## config.mk

```make
export PLATFORM = sky130hd
export DESIGN_NAME = pwm_cfg_scheduler_flat
export DESIGN_NICKNAME = d
export VERILOG_FILES = /design/src/rtl/pwm_cfg_scheduler_if.sv /design/src/rtl/pwm_cfg_scheduler.sv /design/src/flat_wrapper.sv
export SDC_FILE = /design/constraint.sdc
export NUM_CORES = 1
export LEC_CHECK = 0
export ABC_CLOCK_PERIOD_IN_PS = 2320
export CAP_MARGIN = 20
export CORE_UTILIZATION = 45
export DETAILED_ROUTE_END_ITERATION = 6
export GPL_ROUTABILITY_DRIVEN = 0
export PLACE_DENSITY = 0.76
export SLEW_MARGIN = 20
export SYNTH_ARGS = -nofsm -noshare
export SYNTH_HDL_FRONTEND = slang
export SYNTH_SLANG_ARGS = --single-unit
```

## constraint.sdc

```tcl
create_clock -name clk -period 2.32 [get_ports clk]
set_input_delay 0.232 -clock clk [delete_from_list [all_inputs] [get_ports clk]]
set_output_delay 0.232 -clock clk [all_outputs]
set_load 0.01 [all_outputs]
```

## src/rtl/pwm_cfg_scheduler_if.sv

```systemverilog
// pwm_cfg_scheduler_if
//   Host-side parameter-set handshake for pwm_cfg_scheduler.
//   master : host, drives cfg_valid and the requested parameter set
//   slave  : scheduler, drives cfg_ready
// Signals:
//   cfg_valid        host offers a parameter set
//   cfg_ready        scheduler can accept a set
//   cfg_period       requested period        (W bits)
//   cfg_init_carr    requested initial carrier (W bits)
//   cfg_compare      requested compare value (W bits)
//   cfg_clk_divider  requested divider       (5 bits)
//   cfg_dtime_A/B    requested dead times    (8 bits each)
//   upd_mode         0 immediate, 1 carrier zero, 2 carrier peak, 3 zero or peak
interface pwm_cfg_scheduler_if #(
   parameter int W = 16
);
   logic         cfg_valid;
   logic         cfg_ready;
   logic [W-1:0] cfg_period;
   logic [W-1:0] cfg_init_carr;
   logic [W-1:0] cfg_compare;
   logic [4:0]   cfg_clk_divider;
   logic [7:0]   cfg_dtime_A;
   logic [7:0]   cfg_dtime_B;
   logic [1:0]   upd_mode;

   modport master (
      output cfg_valid,
      output cfg_period,
      output cfg_init_carr,
      output cfg_compare,
      output cfg_clk_divider,
      output cfg_dtime_A,
      output cfg_dtime_B,
      output upd_mode,
      input  cfg_ready
   );

   modport slave (
      input  cfg_valid,
      input  cfg_period,
      input  cfg_init_carr,
      input  cfg_compare,
      input  cfg_clk_divider,
      input  cfg_dtime_A,
      input  cfg_dtime_B,
      input  upd_mode,
      output cfg_ready
   );
endinterface

```

## src/rtl/pwm_cfg_scheduler.sv

```systemverilog
// pwm_cfg_scheduler
//   Sits between the host register interface and pwm_16bits. Accepts a full
//   PWM parameter set over a valid/ready handshake, holds it in shadow
//   registers and commits it atomically to the live pwm_16bits inputs at the
//   selected carrier event. Also sequences the pwm_onoff run control.
// Ports:
//   clk           system clock, rising edge
//   reset         asynchronous active-low reset
//   cfg           parameter-set handshake (pwm_cfg_scheduler_if.slave)
//   run_req       host run/stop level
//   carrier       live carrier from pwm_16bits
//   pwm_clk       carrier step strobe from pwm_16bits
//   period, init_carr, compare, clk_divider, dtime_A, dtime_B
//                 live values to pwm_16bits
//   pwm_onoff     run control to pwm_16bits (1 = on)
//   commit_pulse  one-cycle strobe after each commit
//   cfg_err       sticky: a set with period 0 was rejected
// Build option:
//   PWM_CFG_SAFE_STOP_EN  when defined, a falling run_req only clears
//                         pwm_onoff at the next carrier-zero step.
module pwm_cfg_scheduler #(
   parameter int W = 16
) (
   input  logic                clk,
   input  logic                reset,
   pwm_cfg_scheduler_if.slave  cfg,
   input  logic                run_req,
   input  logic [W-1:0]        carrier,
   input  logic                pwm_clk,
   output logic [W-1:0]        period,
   output logic [W-1:0]        init_carr,
   output logic [W-1:0]        compare,
   output logic [4:0]          clk_divider,
   output logic [7:0]          dtime_A,
   output logic [7:0]          dtime_B,
   output logic                pwm_onoff,
   output logic                commit_pulse,
   output logic                cfg_err
);

   localparam logic [W-1:0] PERIOD_RST = W'(2000);

   typedef enum logic {
      IDLE,
      PENDING
   } state_t;

   state_t       state_q, state_d;
   logic         started_q;

   logic [W-1:0] sh_period;
   logic [W-1:0] sh_init_carr;
   logic [W-1:0] sh_compare;
   logic [4:0]   sh_clk_divider;
   logic [7:0]   sh_dtime_A;
   logic [7:0]   sh_dtime_B;
   logic [1:0]   sh_mode;

   logic         accept;
   logic         reject;
   logic         commit;
   logic         at_zero;
   logic         at_peak;
   logic         trigger;
   logic [W-1:0] compare_clamped;
   logic [W-1:0] init_clamped;

   // cfg_ready stays low until the first edge after reset release
   assign cfg.cfg_ready = started_q && (state_q == IDLE);

   assign at_zero = pwm_clk && (carrier == '0);
   assign at_peak = pwm_clk && (carrier == period);

   always_comb begin
      trigger = 1'b0;
      case (sh_mode)
         2'd0:    trigger = 1'b1;
         2'd1:    trigger = at_zero;
         2'd2:    trigger = at_peak;
         default: trigger = at_zero || at_peak;
      endcase
      // a stopped carrier never produces events, so commit right away
      if (!pwm_onoff)
         trigger = 1'b1;
   end

   assign compare_clamped = (sh_compare   > sh_period) ? sh_period : sh_compare;
   assign init_clamped    = (sh_init_carr > sh_period) ? sh_period : sh_init_carr;

   always_comb begin
      state_d = state_q;
      accept  = 1'b0;
      reject  = 1'b0;
      commit  = 1'b0;
      case (state_q)
         IDLE: begin
            if (cfg.cfg_valid && cfg.cfg_ready) begin
               if (cfg.cfg_period == '0) begin
                  reject = 1'b1;
               end else begin
                  accept  = 1'b1;
                  state_d = PENDING;
               end
            end
         end
         PENDING: begin
            if (trigger) begin
               commit  = 1'b1;
               state_d = IDLE;
            end
         end
         default: state_d = IDLE;
      endcase
   end

   always_ff @(posedge clk or negedge reset) begin
      if (!reset) begin
         state_q   <= IDLE;
         started_q <= 1'b0;
      end else begin
         state_q   <= state_d;
         started_q <= 1'b1;
      end
   end

   always_ff @(posedge clk or negedge reset) begin
      if (!reset) begin
         sh_period      <= '0;
         sh_init_carr   <= '0;
         sh_compare     <= '0;
         sh_clk_divider <= '0;
         sh_dtime_A     <= '0;
         sh_dtime_B     <= '0;
         sh_mode        <= '0;
      end else if (accept) begin
         sh_period      <= cfg.cfg_period;
         sh_init_carr   <= cfg.cfg_init_carr;
         sh_compare     <= cfg.cfg_compare;
         sh_clk_divider <= cfg.cfg_clk_divider;
         sh_dtime_A     <= cfg.cfg_dtime_A;
         sh_dtime_B     <= cfg.cfg_dtime_B;
         sh_mode        <= cfg.upd_mode;
      end
   end

   always_ff @(posedge clk or negedge reset) begin
      if (!reset) begin
         period       <= PERIOD_RST;
         init_carr    <= '0;
         compare      <= '0;
         clk_divider  <= '0;
         dtime_A      <= '0;
         dtime_B      <= '0;
         commit_pulse <= 1'b0;
      end else begin
         commit_pulse <= commit;
         if (commit) begin
            period      <= sh_period;
            init_carr   <= init_clamped;
            compare     <= compare_clamped;
            clk_divider <= sh_clk_divider;
            dtime_A     <= sh_dtime_A;
            dtime_B     <= sh_dtime_B;
         end
      end
   end

   always_ff @(posedge clk or negedge reset) begin
      if (!reset)
         cfg_err <= 1'b0;
      else if (reject)
         cfg_err <= 1'b1;
      else if (accept)
         cfg_err <= 1'b0;
   end

   always_ff @(posedge clk or negedge reset) begin
      if (!reset) begin
         pwm_onoff <= 1'b0;
      end else begin
`ifdef PWM_CFG_SAFE_STOP_EN
         // hold the carrier running until it wraps through zero; a renewed
         // run_req during the wait simply keeps it on
         if (run_req)
            pwm_onoff <= 1'b1;
         else if (at_zero)
            pwm_onoff <= 1'b0;
`else
         pwm_onoff <= run_req;
`endif
      end
   end

endmodule

```

## src/flat_wrapper.sv

```systemverilog
// flat-port wrapper written by rule: the top's interface ports become plain ports
module pwm_cfg_scheduler_flat 
#(
   parameter int W = 16
)
  (clk, reset, run_req, carrier, pwm_clk, period, init_carr, compare, clk_divider, dtime_A, dtime_B, pwm_onoff, commit_pulse, cfg_err, cfg_cfg_valid, cfg_cfg_period, cfg_cfg_init_carr, cfg_cfg_compare, cfg_cfg_clk_divider, cfg_cfg_dtime_A, cfg_cfg_dtime_B, cfg_upd_mode, cfg_cfg_ready);
  pwm_cfg_scheduler_if #(.W(W)) cfg_i ();
  input  logic clk;
  input  logic reset;
  input  logic run_req;
  input  logic [W-1:0] carrier;
  input  logic pwm_clk;
  output logic [W-1:0] period;
  output logic [W-1:0] init_carr;
  output logic [W-1:0] compare;
  output logic [4:0] clk_divider;
  output logic [7:0] dtime_A;
  output logic [7:0] dtime_B;
  output logic pwm_onoff;
  output logic commit_pulse;
  output logic cfg_err;
  input wire logic [$bits(cfg_i.cfg_valid)-1:0] cfg_cfg_valid;
  input wire logic [$bits(cfg_i.cfg_period)-1:0] cfg_cfg_period;
  input wire logic [$bits(cfg_i.cfg_init_carr)-1:0] cfg_cfg_init_carr;
  input wire logic [$bits(cfg_i.cfg_compare)-1:0] cfg_cfg_compare;
  input wire logic [$bits(cfg_i.cfg_clk_divider)-1:0] cfg_cfg_clk_divider;
  input wire logic [$bits(cfg_i.cfg_dtime_A)-1:0] cfg_cfg_dtime_A;
  input wire logic [$bits(cfg_i.cfg_dtime_B)-1:0] cfg_cfg_dtime_B;
  input wire logic [$bits(cfg_i.upd_mode)-1:0] cfg_upd_mode;
  output wire logic [$bits(cfg_i.cfg_ready)-1:0] cfg_cfg_ready;
  assign cfg_i.cfg_valid = cfg_cfg_valid;
  assign cfg_i.cfg_period = cfg_cfg_period;
  assign cfg_i.cfg_init_carr = cfg_cfg_init_carr;
  assign cfg_i.cfg_compare = cfg_cfg_compare;
  assign cfg_i.cfg_clk_divider = cfg_cfg_clk_divider;
  assign cfg_i.cfg_dtime_A = cfg_cfg_dtime_A;
  assign cfg_i.cfg_dtime_B = cfg_cfg_dtime_B;
  assign cfg_i.upd_mode = cfg_upd_mode;
  assign cfg_cfg_ready = cfg_i.cfg_ready;
  pwm_cfg_scheduler #(.W(W)) u_core (.clk(clk), .reset(reset), .cfg(cfg_i), .run_req(run_req), .carrier(carrier), .pwm_clk(pwm_clk), .period(period), .init_carr(init_carr), .compare(compare), .clk_divider(clk_divider), .dtime_A(dtime_A), .dtime_B(dtime_B), .pwm_onoff(pwm_onoff), .commit_pulse(commit_pulse), .cfg_err(cfg_err));
endmodule
```

After elaboration in Yosys (flattened, before gate mapping). Cells that the tools add are included.

Input port bits: 92. Latch bits: 0. Memories kept: 0. Memory bits (writable): 0. Bits in read-only memories: 0. Bits in registers: 145. Output and inout port bits: 73.

Equality and inequality tests: 3. Divide/modulo/power cells: 0. Magnitude comparators: 2. Multiplexer cells: 16. Bitwise logic cells: 1. Shift-type cells: 0. Reduce and logical (&&, ||, !) cells: 9. Add/subtract/negate cells: 0. Multiply operators: 0.

Operator list (count): $gt 16x16->1 (2); $logic_not 16->1 (2); $mux 16 (2); $eq 16x16->1 (1); $mux 1 (12); $logic_and 1x1->1 (4); $pmux 1 s3 (1); $eq 2x1->1 const B (1); $eq 2x2->1 const B (1); $logic_not 2->1 (1); $pmux 1 s2 (1); $reduce_bool 2->1 (1); $logic_or 1x1->1 (1); $not 1->1 (1).

Depth between registers and ports, before layout. Gate-level depths: netlist of run 1.

Word-level depth: 7. Depth in mapped cells: 10. Gate-level depth less buffers: 8.

Worst setup path after synthesis of run 1. Ideal clock, no wire load.

Path kind: register to register. Start: register u_core.sh_period[15]. End: register u_core.init_carr[10]. Required time: 2.179 ns. Setup time: 0.141 ns. Cell stages (with the launch flop): 11. Setup slack: 0.041 ns. Data arrival time: 2.138 ns. Path buffers: 2. Path through: dfrtp_1 -> inv_1 -> ha_1 -> nand4_1 -> nor2_1 -> a311o_1 -> o41a_1 -> buf_4 -> buf_6 -> mux2i_1 -> a31oi_1.

Longest elaborated chain between the ends: 2.

RTL lines: start: declaration (line pwm_cfg_scheduler.sv:51) `logic [W-1:0] sh_period;`; start signal: assignment (line pwm_cfg_scheduler.sv:136) `sh_period <= cfg.cfg_period;`; $gt 16x16->1 (line pwm_cfg_scheduler.sv:88) `assign init_clamped = (sh_init_carr > sh_period) ? sh_period : sh_init_carr;`; $mux 16 (line pwm_cfg_scheduler.sv:88); end signal: assignment (line pwm_cfg_scheduler.sv:159) `init_carr <= init_clamped;`; end: declaration (line pwm_cfg_scheduler.sv:31) `output logic [W-1:0] init_carr,`.

No other way between the ends. A chain may end at the register's enable or synchronous reset.

Worst setup path in the final report of run 1.
Start: register u_core.sh_period[11]. End: register u_core.compare[4].

Longest elaborated chain between the ends: 2.

RTL lines: $gt 16x16->1 (line pwm_cfg_scheduler.sv:87) `assign compare_clamped = (sh_compare > sh_period) ? sh_period : sh_compare;`; $mux 16 (line pwm_cfg_scheduler.sv:87); end signal: assignment (line pwm_cfg_scheduler.sv:160) `compare <= compare_clamped;`; end: declaration (line pwm_cfg_scheduler.sv:32) `output logic [W-1:0] compare,`.

No other way between the ends.

==> key figures, run 1 <==
Critical path
  • Worst Path Class, Setup: flip-flop to flip-flop
  • Nature of the critical path startpoint: flip-flop
  • Worst setup EP type: flip-flop
  • CP required: 2690 ps
  • Reg2reg setup slack: -410 ps
  • Crit Path Max Fanout: 8
  • Arrival time at the worst endpoint: 3100 ps
  • Reg2Reg Capture Point: u_core.compare[4]$_DFFE_PN0P_
  • Origin of the critical flop-to-flop path: u_core.sh_period[11]$_DFFE_PN0P_
  • Count of cells along the worst register-to-register path: 9

Global routing
  • Global Route Usage Sum: 25.27%
  • Number of global-route vias before repair: 6041
  • Pin count of the biggest net entering global routing: 66
  • Global route total overflow: 0
  • Initial antenna violation count: 0
  • Wire length of the first global-routing pass: 31.18 mm

STA
  • Final min period: 2732 ps
  • Actual transition at the worst max-transition pin: 850.3 ps
  • Final worst clock skew: 6.155 ps
  • Final period utilization: 117.8%
  • Fin. max-slew vios: 0
  • Maximum clock frequency: 366.0 MHz
  • Slew HR: 42.79%
  • RSZ-0062 raised after global routing: yes
  • Least setup slack across all paths after layout: -412.3 ps
  • # setup viols final: 32
  • Number of hold-slack violations in the final timing report: 0

Floorplanning
  • Die X: 127.5 um
  • Die height: 127.5 um
  • Floorplan die area: 0.01625 sq mm
  • Core area: 0.01526 sq mm
  • Number of rows created at floorplan: 45
  • Starting density of the core: 46.44%
  • Top-Level Pins: 165

Logic synthesis
  • Area leader, netlist: sky130_fd_sc_hd__dfrtp_1
  • Number of synthesized flops with an enable pin: 0
  • Instance count of the mapped netlist: 572
  • Most instantiated flip-flop cell in the synthesis netlist: sky130_fd_sc_hd__dfrtp_1
  • Total of flip-flops plus latches after synthesis: 145
  • Main area contributors after synthesis: sky130_fd_sc_hd__dfrtp_1 (49%), sky130_fd_sc_hd__mux2_2 (12%), sky130_fd_sc_hd__mux2_1 (7.8%)
  • Yosys synthesis warning count: 0
  • Synthesized area divided by synthesized cell count: 12.39 sq um
  • Number of library cell types mapped by synthesis: 43
  • Top-count cell post-synth: sky130_fd_sc_hd__dfrtp_1
  • Proportion of synthesized chip area in sequential cells: 51.32%
  • Commonest cells post-synth: sky130_fd_sc_hd__dfrtp_1 (139), sky130_fd_sc_hd__mux2_2 (75), sky130_fd_sc_hd__mux2_1 (49), sky130_fd_sc_hd__inv_1 (35), sky130_fd_sc_hd__a31oi_1 (34)
  • Post-synth net total: 696
  • Area share of the largest cell type after synthesis: 49.09%
  • Post-synthesis instance area: 0.007086 sq mm
  • Share of async-settable or async-resettable flops after synthesis: 100.0%

Final layout
  • Fraction of layout cells with a size suffix above 1: 34.15%
  • Nets: 928
  • Area added between synthesis and finish: 54.86%
  • Post-layout instance area: 0.01097 sq mm
  • Fillcell total: 1014
  • N_diodes: 0

Detailed routing
  • Routed wire length: 21.61 mm
  • Per-cell via count in the routed design: 5.671
  • Vias post-DR: 5830
  • Number of remaining DRC errors: 0
  • Remaining number of nets flagged by the antenna check after routing: 0
  • Routed wire per std cell: 21.03 um
  • First-pass detailed-route iteration total: 6
  • Starting DRC count in detailed routing: 269

Status
  • Violated checks: negative setup slack
  • Run status: finished, violations left

Clock network
  • Number of buffers inserted during clock tree synthesis: 17
  • Clock tree root driver cell: sky130_fd_sc_hd__clkbuf_16
  • Clock sink count: 145
  • Maximum clock insertion buffer count: 2
  • Number of H-tree branching levels: 4
  • TritonCTS clock tree: built
  • Clock input transition at the sequential cells of the worst setup and hold paths: 60 ps
  • Clk Latency, worst-skew pair: 430 ps

Min path
  • Worst hold path depth: 1
  • Endpoint of the worst hold-timing path: u_core.pwm_onoff$_DFF_PN0_
  • Critical hold path startpoint: run_req
  • Worst hold path class: input pin to flip-flop

Placement
  • Placed cell area: 0.009464 sq mm
  • Post-detail-place hpwl: 14.10 mm
  • Number of port buffers: 164

Power
  • Sequential share of power: 32.5%
  • Static power due to leakage: 4.615 nW
  • Internal power component: 8.535 mW
  • Overall power: 12.90 mW
  • Switching portion of total power: 33.81%
  • PD cells: 1175 mW/mm^2
  • Combinational Power Share: 44.6%
  • Worst-case vdd ir drop: 693.4 uV
  • Share of power burned in the clock network: 22.9%
  • Net switching power: 4.361 mW

Job
  • Max-cap check violation count: 0
logic make-up (layout without fill, tap and decap cells):
group,count (synthesis),after routing,synth area share (%)
other,1,1,0.05292
multiplexers,140,140,21.97
adder cells (fa/ha/maj),32,32,5.651
XOR/XNOR,16,16,1.978
AO/OA/AOI/OAI,93,93,8.247
buffers and inverters,66,311,4.008
flip-flops,145,145,51.32
AND/OR/NAND/NOR,79,79,6.781
state kept, by name (all words and copies together) (netlist names), 2 cells and up:
name / cells
u_core.compare: 16
u_core.sh_dtime_B: 8
u_core.dtime_A: 8
u_core.sh_compare: 16
u_core.sh_init_carr: 16
u_core.sh_mode: 2
u_core.clk_divider: 5
u_core.init_carr: 16
u_core.period: 16
u_core.dtime_B: 8
u_core.sh_clk_divider: 5
u_core.sh_dtime_A: 8
u_core.sh_period: 16
worst max-delay path, stage by stage, from the launching register on:
cell                       delay, ps
sky130_fd_sc_hd__dfrtp_1         390
sky130_fd_sc_hd__inv_1           130
sky130_fd_sc_hd__ha_1            290
sky130_fd_sc_hd__a21oi_1         350
sky130_fd_sc_hd__o21bai_4        120
sky130_fd_sc_hd__buf_4           200
sky130_fd_sc_hd__nor4_1          740
sky130_fd_sc_hd__a31oi_4         180
sky130_fd_sc_hd__o31ai_4         100
sky130_fd_sc_hd__mux2_1          160
area by class of cell:
class | count | area, sq um | share of cell area, %
well taps | 211 | 264.0 | 2.406
inverters | 35 | 131.4 | 1.197
repair buffers | 244 | 2440 | 22.23
flip-flops and latches | 145 | 3636 | 33.14
multi-input cells | 361 | 3870 | 35.27
clock buffers | 18 | 429.2 | 3.911
clock inverters | 14 | 202.7 | 1.847
power by group through the flow:
stage,combinational (mW),clock (mW),sequential [mW]
6_report,5.75,2.95,4.19
5_1_grt,6.11,3.09,4.29
4_1_cts,5.08,2.97,4.16
3_5_place_dp,4.66,0,4.17
3_3_place_gp,4.49,0,4.13
2_1_floorplan,2.02,0,4.30
metal layers:
metal | vias up | GRT usage [%] | share of wire, %
li1 | 2578 | - | -
met1 | 2948 | 29.98 | 39
met2 | 231 | 43.68 | 52
met3 | 73 | 5.737 | 6.1
met4 | 0 | 11.55 | 3.2
met5 | - | 0 | 0
what timing repair did:
action,CTS,global route
cloned,1,3
resized for setup,56,66
pin swaps,11,34
setup buffers,0,8
endpoints found under the setup margin,32,32
hold buffers,1,0
hold endpoints to repair,61,0
through the flow:
stage / hold WS (ps) / utilization [%] / TNS (ps) / std cells / worst slack [ps]
floorplan: -63.59 / - / 0 / 572 / 41.02
global placement: 266.7 / 62.03 / -341.6 / 983 / -124.0
detailed placement: 276.0 / 62.03 / -6145 / 983 / -166.7
CTS: 251.0 / 68.35 / -433.6 / 1017 / -60.98
global route: 263.8 / 71.91 / -7456 / 1028 / -407.0
finish: 275.1 / 71.91 / -5385 / 1028 / -412.3
placed cells by master (no fill, tap or decap), drive strengths merged, types with 6 or more instances in the layout:
cell,Yosys,final
nand2,8,8
dfstp,6,6
clkdlybuf4s50,0,163
o21ai,7,7
and2,17,17
o31ai,16,16
mux2,124,124
dfrtp,139,139
buf,13,77
a21oi,28,28
xor2,15,15
mux2i,16,16
ha,32,32
a31oi,34,34
inv,35,40
clkbuf,18,21
nor4,26,26
nand4,10,10
how the worst max path moves through the flow:
stage	end	depth (start not counted)	slack, ps	start
after CTS	u_core.compare[6]$_DFFE_PN0P_	9	-60	u_core.sh_period[9]$_DFFE_PN0P_
after global placement	u_core.compare[12]$_DFFE_PN0P_	9	-120	u_core.sh_period[9]$_DFFE_PN0P_
after detailed placement	u_core.compare[12]$_DFFE_PN0P_	9	-170	u_core.sh_period[13]$_DFFE_PN0P_
final	u_core.compare[4]$_DFFE_PN0P_	9	-410	u_core.sh_period[11]$_DFFE_PN0P_
after floorplan	u_core.init_carr[10]$_DFFE_PN0P_	10	40	u_core.sh_period[15]$_DFFE_PN0P_
after global routing	u_core.compare[4]$_DFFE_PN0P_	9	-410	u_core.sh_period[11]$_DFFE_PN0P_
No activity file was read; power rests on OpenSTA's default activity.
==> run 2: changes to the inputs <==
CORE_ASPECT_RATIO = 0.5   (was unset)
SLEW_MARGIN = unset   (was 20)
==> run 2 against run 1 <==
Against the previous run:
- the run ends with design-rule violations, negative setup slack left
- cell count fell by 2.7%
- critical endpoint is now u_core.init_carr[12]$_DFFE_PN0P_
- core utilization down 2.4 points
- setup slack better by 330 ps
- hold slack got worse by 20 ps
- critical path type unchanged
- total power decreased by 5.3%
- non-clock buffer count shrank 15
- clock-buffer cell count grew 1
- fmax rose by 14%
- clock power hardly changed
- highest routed layer is now met5
- critical path depth shrank 1
- combinational power decreased by 10%
- largest power group unchanged
- sequential power decreased by 1%
==> key figures, run 2 (same netlist as run 1, synthesis figures left out) <==
Floorplanning
  • Top-Level Pins: 165 (unchanged)
  • Starting density of the core: 47.57% (+1.1 points)
  • Number of rows created at floorplan: 31 (-31%)
  • Core area: 0.01489 sq mm (-2.4%)
  • Die X: 179.5 um (+41%)
  • Floorplan die area: 0.01628 sq mm (+0.19%)
  • Die height: 90.73 um (-29%)

Critical path
  • WP buf/inv: 2 (unchanged)
  • Arrival time at the worst endpoint: 2680 ps (-420 ps)
  • Maximum cell stage delay along the critical path: 430 ps (-310 ps)
  • CP required: 2600 ps (-90 ps)
  • Worst Path Class, Setup: flip-flop to flip-flop
  • Largest delay share family, worst path: compound AO/OA/AOI/OAI gates
  • Worst setup EP type: flip-flop
  • Launch point of the worst path: u_core.sh_init_carr[12]$_DFFE_PN0P_
  • Cell at the slowest stage of the critical path: sky130_fd_sc_hd__dfrtp_1
  • Cell chain of the critical path: ha_4 > nand4_1 > buf_4 > nor3_1 > o41a_1 > clkbuf_16 > mux2i_1 > a31oi_1
  • Origin of the critical flop-to-flop path: u_core.sh_init_carr[12]$_DFFE_PN0P_
  • Nature of the critical path startpoint: flip-flop
  • Crit Path Max Fanout: 6 (-2)

Min path
  • Worst hold path class: input pin to asynchronous set/reset pin

Job
  • Max-cap check violation count: 0 (unchanged)

Global routing
  • Pin count of the biggest net entering global routing: 59 (-11%)
  • Global route total overflow: 0 (unchanged)
  • Initial antenna violation count: 2 (+2)
  • Number of global-route vias before repair: 5624 (-6.9%)
  • Wire length of the first global-routing pass: 30.62 mm (-1.8%)
  • Global Route Usage Sum: 24.35% (-0.92 points)

Detailed routing
  • Vias post-DR: 5588 (-4.2%)
  • Remaining number of nets flagged by the antenna check after routing: 0 (unchanged)
  • Starting DRC count in detailed routing: 552 (+110%)
  • First-pass detailed-route iteration total: 7 (+1)
  • Routed wire length: 20.17 mm (-6.7%)
  • Routed wire per std cell: 20.17 um (-4.1%)
  • Per-cell via count in the routed design: 5.588 (-1.5%)
  • Number of remaining DRC errors: 6 (+6)

Placement
  • Number of port buffers: 164 (unchanged)
  • Post-detail-place hpwl: 14.05 mm (-0.32%)
  • DP Cell Count: 961 (-2.2%)
  • Setup Slack @ Placement: -115.3 ps (+51.33 ps)

Final layout
  • Number of standard cells in the layout, taps in and fillers out: 1000 (-2.7%)
  • Nets: 913 (-1.6%)
  • Area added between synthesis and finish: 46.18%
  • N_diodes: 0 (unchanged)
  • Fraction of layout cells with a size suffix above 1: 28.05% (-6.1 points)
  • Most used cells in the layout excluding fill and tap cells: sky130_fd_sc_hd__clkdlybuf4s50_1 (163), sky130_fd_sc_hd__dfrtp_1 (139), sky130_fd_sc_hd__mux2_2 (75), sky130_fd_sc_hd__buf_4 (49), sky130_fd_sc_hd__mux2_1 (48)
  • Most common cell after layout, fill and taps aside: sky130_fd_sc_hd__clkdlybuf4s50_1

STA
  • Final period utilization: 103.5% (-14 points)
  • RSZ-0062 raised after global routing: yes
  • Final min period: 2402 ps (-330.4 ps)
  • # setup viols final: 16 (-50%)
  • Tightest hold margin: 255.0 ps (-20.13 ps)
  • Least setup slack across all paths after layout: -81.90 ps (+330.4 ps)
  • Final worst clock skew: 8.761 ps (+2.606 ps)
  • Number of hold-slack violations in the final timing report: 0 (unchanged)
  • Fin. max-slew vios: 0 (unchanged)
  • Maximum clock frequency: 416.3 MHz (+14%)

Power
  • Static power due to leakage: 4.440 nW (-3.8%)
  • PD cells: 1179 mW/mm^2 (+0.33%)
  • Worst-case vdd ir drop: 603.5 uV (-13%)

Clock network
  • Clock tree root driver cell: sky130_fd_sc_hd__clkbuf_16
  • Maximum clock insertion buffer count: 2 (unchanged)
  • Clock sink count: 145 (unchanged)
  • Clk Latency, worst-skew pair: 420 ps (about the same)
  • Number of H-tree branching levels: 4 (unchanged)
  • Clock input transition at the sequential cells of the worst setup and hold paths: 60 ps (about the same)
  • Number of buffers inserted during clock tree synthesis: 17 (unchanged)
  • TritonCTS clock tree: built

Status
  • Run status: finished, violations left
  • Violated checks: design-rule violations, negative setup slack
## run 2: changes by cell type in the layout (fill, tap and decap cells not counted), moves of 4 or more
cell                      delta
sky130_fd_sc_hd__a31oi_4    -15
sky130_fd_sc_hd__nor4_1     +11
sky130_fd_sc_hd__nor4_2     -11
sky130_fd_sc_hd__o31ai_1    +10
sky130_fd_sc_hd__buf_4       -9
sky130_fd_sc_hd__a31oi_2     +8
sky130_fd_sc_hd__a31oi_1     +7
sky130_fd_sc_hd__o31ai_4     -6
sky130_fd_sc_hd__mux2_1      +5
sky130_fd_sc_hd__mux2_4      -5
sky130_fd_sc_hd__o31ai_2     -4
## run 2: power breakdown
part | switching, mW | internal [mW]
Clock | 1.16 | 1.77
Sequential | 0.656 | 3.47
Combinational | 2.26 | 2.89
Total | 4.08 | 8.13
## run 2: worst register-to-register path, delay by kind of cell, from the launching register on
kind / cells / cell delay, ps
compound gates: 2 / 480
fa+ha+maj: 1 / 290
buf+inv: 2 / 440
flops: 1 / 430
mux: 1 / 180
simple gates: 2 / 450
## run 2: per-stage QoR
step	setup TNS (ps)	instance area, sq um	total power [mW]	utilization, %
after floorplan	0	7086	6.319	-
after detailed placement	-271.9	9368	8.782	62.89
after global routing	-3381	10360	12.85	69.54
after global placement	-90.71	9368	8.655	62.89
after CTS	-11.15	10040	11.82	67.39
final	-916.2	10360	12.21	69.54
## run 2: final cells by class
| cell class | instances | area, sq um |
|---|---|---|
| multi-input combinational | 361 | 3453 |
| clock buffer | 19 | 452.9 |
| inverter | 35 | 131.4 |
| tap | 198 | 247.7 |
| clock inverter | 13 | 171.4 |
| sequential | 145 | 3636 |
| timing repair buffer | 229 | 2265 |
| fill | 993 | 4537 |
## run 2: layer usage
metal / vias up / GRT usage (%) / wire length (um)
li1: 2546 / - / -
met1: 2788 / 32.48 / 8836
met2: 227 / 38.96 / 9536
met3: 25 / 7.258 / 1574
met4: 2 / 5.891 / 199
met5: - / 0 / 18
## run 2: path summary, 6_finish.rpt
kind                                                          to  slack (ps)  cells after the start
worst max-delay path            u_core.init_carr[12]$_DFFE_PN0P_         -80                      8
worst min-delay path               u_core.dtime_B[1]$_DFFE_PN0P_         260                      2
worst max register to register  u_core.init_carr[12]$_DFFE_PN0P_         -80                      8
worst min register to register     u_core.dtime_B[3]$_DFFE_PN0P_         480                      1
max in group asynchronous           u_core.period[7]$_DFFE_PN1P_        1340                      3
min in group clk                      u_core.pwm_onoff$_DFF_PN0_         270                      1
## run 2: timing repair
item,4_1_cts,5_1_grt
endpoints found under the hold margin,28,0
setup buffers,1,4
cloned,0,1
hold buffers,1,0
endpoints found under the setup margin,19,32
gates resized for setup,7,47
pin swaps,2,23
==> run 3: changes to the inputs <==
CORE_MARGIN = 10   (was unset)
==> run 3 against run 2 <==
Against the previous run:
- non-clock buffer count rose by 9
- clock power about the same
- cell area grew 3.9%
- largest cell class is now multi-input gates
- the flow finishes with violations (negative setup slack)
==> key figures, run 3 (same netlist as run 1, synthesis figures left out) <==
Floorplanning
  • Top-Level Pins: 165 (unchanged)
  • Starting density of the core: 45.97% (-1.6 points)
  • Number of rows created at floorplan: 32 (+3.2%)
  • Die X: 197.5 um (+10%)
  • Floorplan die area: 0.02147 sq mm (+32%)
  • Die height: 108.7 um (+20%)
  • Core area: 0.01541 sq mm (+3.5%)

Global routing
  • Pin count of the biggest net entering global routing: 52 (-12%)
  • Number of global-route vias before repair: 5934 (+5.5%)
  • Wire length of the first global-routing pass: 32.84 mm (+7.3%)
  • Global Route Usage Sum: 19.57% (-4.8 points)
  • Initial antenna violation count: 1 (-1)
  • Global route total overflow: 0 (unchanged)

Critical path
  • Worst setup EP type: flip-flop
  • CP required: 2600 ps (about the same)
  • Maximum cell stage delay along the critical path: 380 ps (-50 ps)
  • Largest delay share family, worst path: compound AO/OA/AOI/OAI gates
  • Arrival time at the worst endpoint: 2730 ps (+50 ps)
  • WP buf/inv: 2 (unchanged)
  • Cell at the slowest stage of the critical path: sky130_fd_sc_hd__dfrtp_1
  • Cell chain of the critical path: inv_2 > ha_1 > nand4_1 > nor3_2 > a21boi_2 > o41a_1 > buf_6 > mux2i_2 > a31oi_1
  • Worst Path Class, Setup: flip-flop to flip-flop
  • Nature of the critical path startpoint: flip-flop
  • Crit Path Max Fanout: 8 (+2)
  • Origin of the critical flop-to-flop path: u_core.sh_period[11]$_DFFE_PN0P_
  • Launch point of the worst path: u_core.sh_period[11]$_DFFE_PN0P_

STA
  • Final min period: 2448 ps (+46.36 ps)
  • Least setup slack across all paths after layout: -128.3 ps (-46.36 ps)
  • Actual transition at the worst max-transition pin: 607.9 ps
  • Maximum clock frequency: 408.5 MHz (-1.9%)
  • RSZ-0062 raised after global routing: yes
  • Final worst clock skew: 9.851 ps (+1.089 ps)
  • Final total negative setup slack: -1483 ps (-566.5 ps)
  • Number of hold-slack violations in the final timing report: 0 (unchanged)
  • Final period utilization: 105.5% (+2.0 points)
  • Slew HR: 59.10%
  • Tightest hold margin: 265.1 ps (+10.09 ps)
  • # setup viols final: 31 (+15)
  • Fin. max-slew vios: 0 (unchanged)

Final layout
  • Nets: 922 (+0.99%)
  • Fraction of layout cells with a size suffix above 1: 33.29% (+5.2 points)
  • Area added between synthesis and finish: 51.90%
  • Most common cell after layout, fill and taps aside: sky130_fd_sc_hd__clkdlybuf4s50_1
  • Number of standard cells in the layout, taps in and fillers out: 1015 (+1.5%)
  • Most used cells in the layout excluding fill and tap cells: sky130_fd_sc_hd__clkdlybuf4s50_1 (163), sky130_fd_sc_hd__dfrtp_1 (138), sky130_fd_sc_hd__mux2_2 (75), sky130_fd_sc_hd__buf_4 (61), sky130_fd_sc_hd__mux2_1 (44)
  • N_diodes: 0 (unchanged)

Clock network
  • Number of buffers inserted during clock tree synthesis: 17 (unchanged)
  • Clock tree root driver cell: sky130_fd_sc_hd__clkbuf_16
  • Clock input transition at the sequential cells of the worst setup and hold paths: 70 ps (about the same)
  • Clock sink count: 145 (unchanged)
  • Number of H-tree branching levels: 4 (unchanged)
  • TritonCTS clock tree: built
  • Clk Latency, worst-skew pair: 430 ps (about the same)
  • Maximum clock insertion buffer count: 2 (unchanged)

Power
  • Static power due to leakage: 4.544 nW (+2.3%)
  • Overall power: 12.81 mW (+4.9%)
  • PD cells: 1190 mW/mm^2 (+0.93%)
  • Worst-case vdd ir drop: 591.2 uV (-2.0%)

Detailed routing
  • Routed wire length: 23.51 mm (+17%)
  • Per-cell via count in the routed design: 5.679 (+1.6%)
  • Vias post-DR: 5764 (+3.1%)
  • Number of remaining DRC errors: 0 (-6)
  • Starting DRC count in detailed routing: 497 (-10%)
  • First-pass detailed-route iteration total: 7 (unchanged)
  • Remaining number of nets flagged by the antenna check after routing: 0 (unchanged)
  • Routed wire per std cell: 23.16 um (+15%)

Status
  • Violated checks: negative setup slack
  • Run status: finished, violations left

Min path
  • Worst hold path class: input pin to flip-flop
  • Critical hold path startpoint: run_req

Placement
  • DP Cell Count: 981 (+2.1%)
  • Number of port buffers: 164 (unchanged)
  • Setup Slack @ Placement: -36.31 ps (+79.04 ps)
  • Post-detail-place hpwl: 15.81 mm (+13%)

Job
  • Max-cap check violation count: 0 (unchanged)
==> run 3: cell types whose count changed in the layout (fill, tap and decap cells not counted), moves of 6 or more <==
cell and delta:
sky130_fd_sc_hd__o31ai_1 -9, sky130_fd_sc_hd__a31oi_2 -6, sky130_fd_sc_hd__o31ai_4 +7, sky130_fd_sc_hd__buf_4 +12, sky130_fd_sc_hd__a31oi_4 +11
==> run 3: worst paths after layout <==
check | endpoint | slack, ps | cells after the start
max | u_core.init_carr[13]$_DFFE_PN0P_ | -130 | 9
min | u_core.pwm_onoff$_DFF_PN0_ | 270 | 1
max reg2reg | u_core.init_carr[13]$_DFFE_PN0P_ | -130 | 9
min reg2reg | u_core.dtime_B[0]$_DFFE_PN0P_ | 480 | 1
max in group asynchronous | u_core.sh_compare[14]$_DFFE_PN0P_ | 1280 | 3
min in group asynchronous | u_core.commit_pulse$_DFF_PN0_ | 300 | 2
==> run 3: per-stage QoR <==
step | instance area [sq um] | util (%)
final | 10760 | 69.82
after global routing | 10760 | 69.82
after CTS | 10210 | 66.26
after detailed placement | 9468 | 61.42
after global placement | 9468 | 61.42
after floorplan | 7086 | -
==> run 3: repair_timing <==
action,CTS,global route
gates resized for setup,22,89
endpoints found under the setup margin,21,32
hold buffers,1,0
gates cloned,0,0
buffers inserted,0,2
endpoints found under the hold margin,35,0
pin swaps,3,24
==> run 3: layer usage <==
layer	global-route usage (%)	part of all wire [%]
met1	24.63	40
met2	32.10	50
met3	6.273	8.1
met4	5.398	1.7
met5	0	0
==> run 3: area by class of cell <==
type / count / area, sq um
fillers: 998 / 4652
clock inverters: 15 / 200.2
clock buffers: 17 / 425.4
repair buffers: 238 / 2302
flip-flops and latches: 145 / 3637
well taps: 204 / 255.2
inverters: 35 / 131.4
multi-input cells: 361 / 3811
==> run 3: worst reg2reg max path, delay by kind of cell, from the launching register on <==
kind | cells | cell delay, ps
adders and majority gates | 1 | 340
AOI/OAI and AO/OA | 3 | 580
and+or+nand+nor | 2 | 480
buffers and inverters | 2 | 280
DFF | 1 | 380
muxes | 1 | 260
==> run 3: where the power goes <==
| part | internal (mW) | total, mW | switching, mW |
|---|---|---|---|
| clock | 1.73 | 2.94 | 1.21 |
| sequential | 3.47 | 4.16 | 0.690 |
| combinational | 3.14 | 5.71 | 2.57 |
| total | 8.34 | 12.8 | 4.47 |
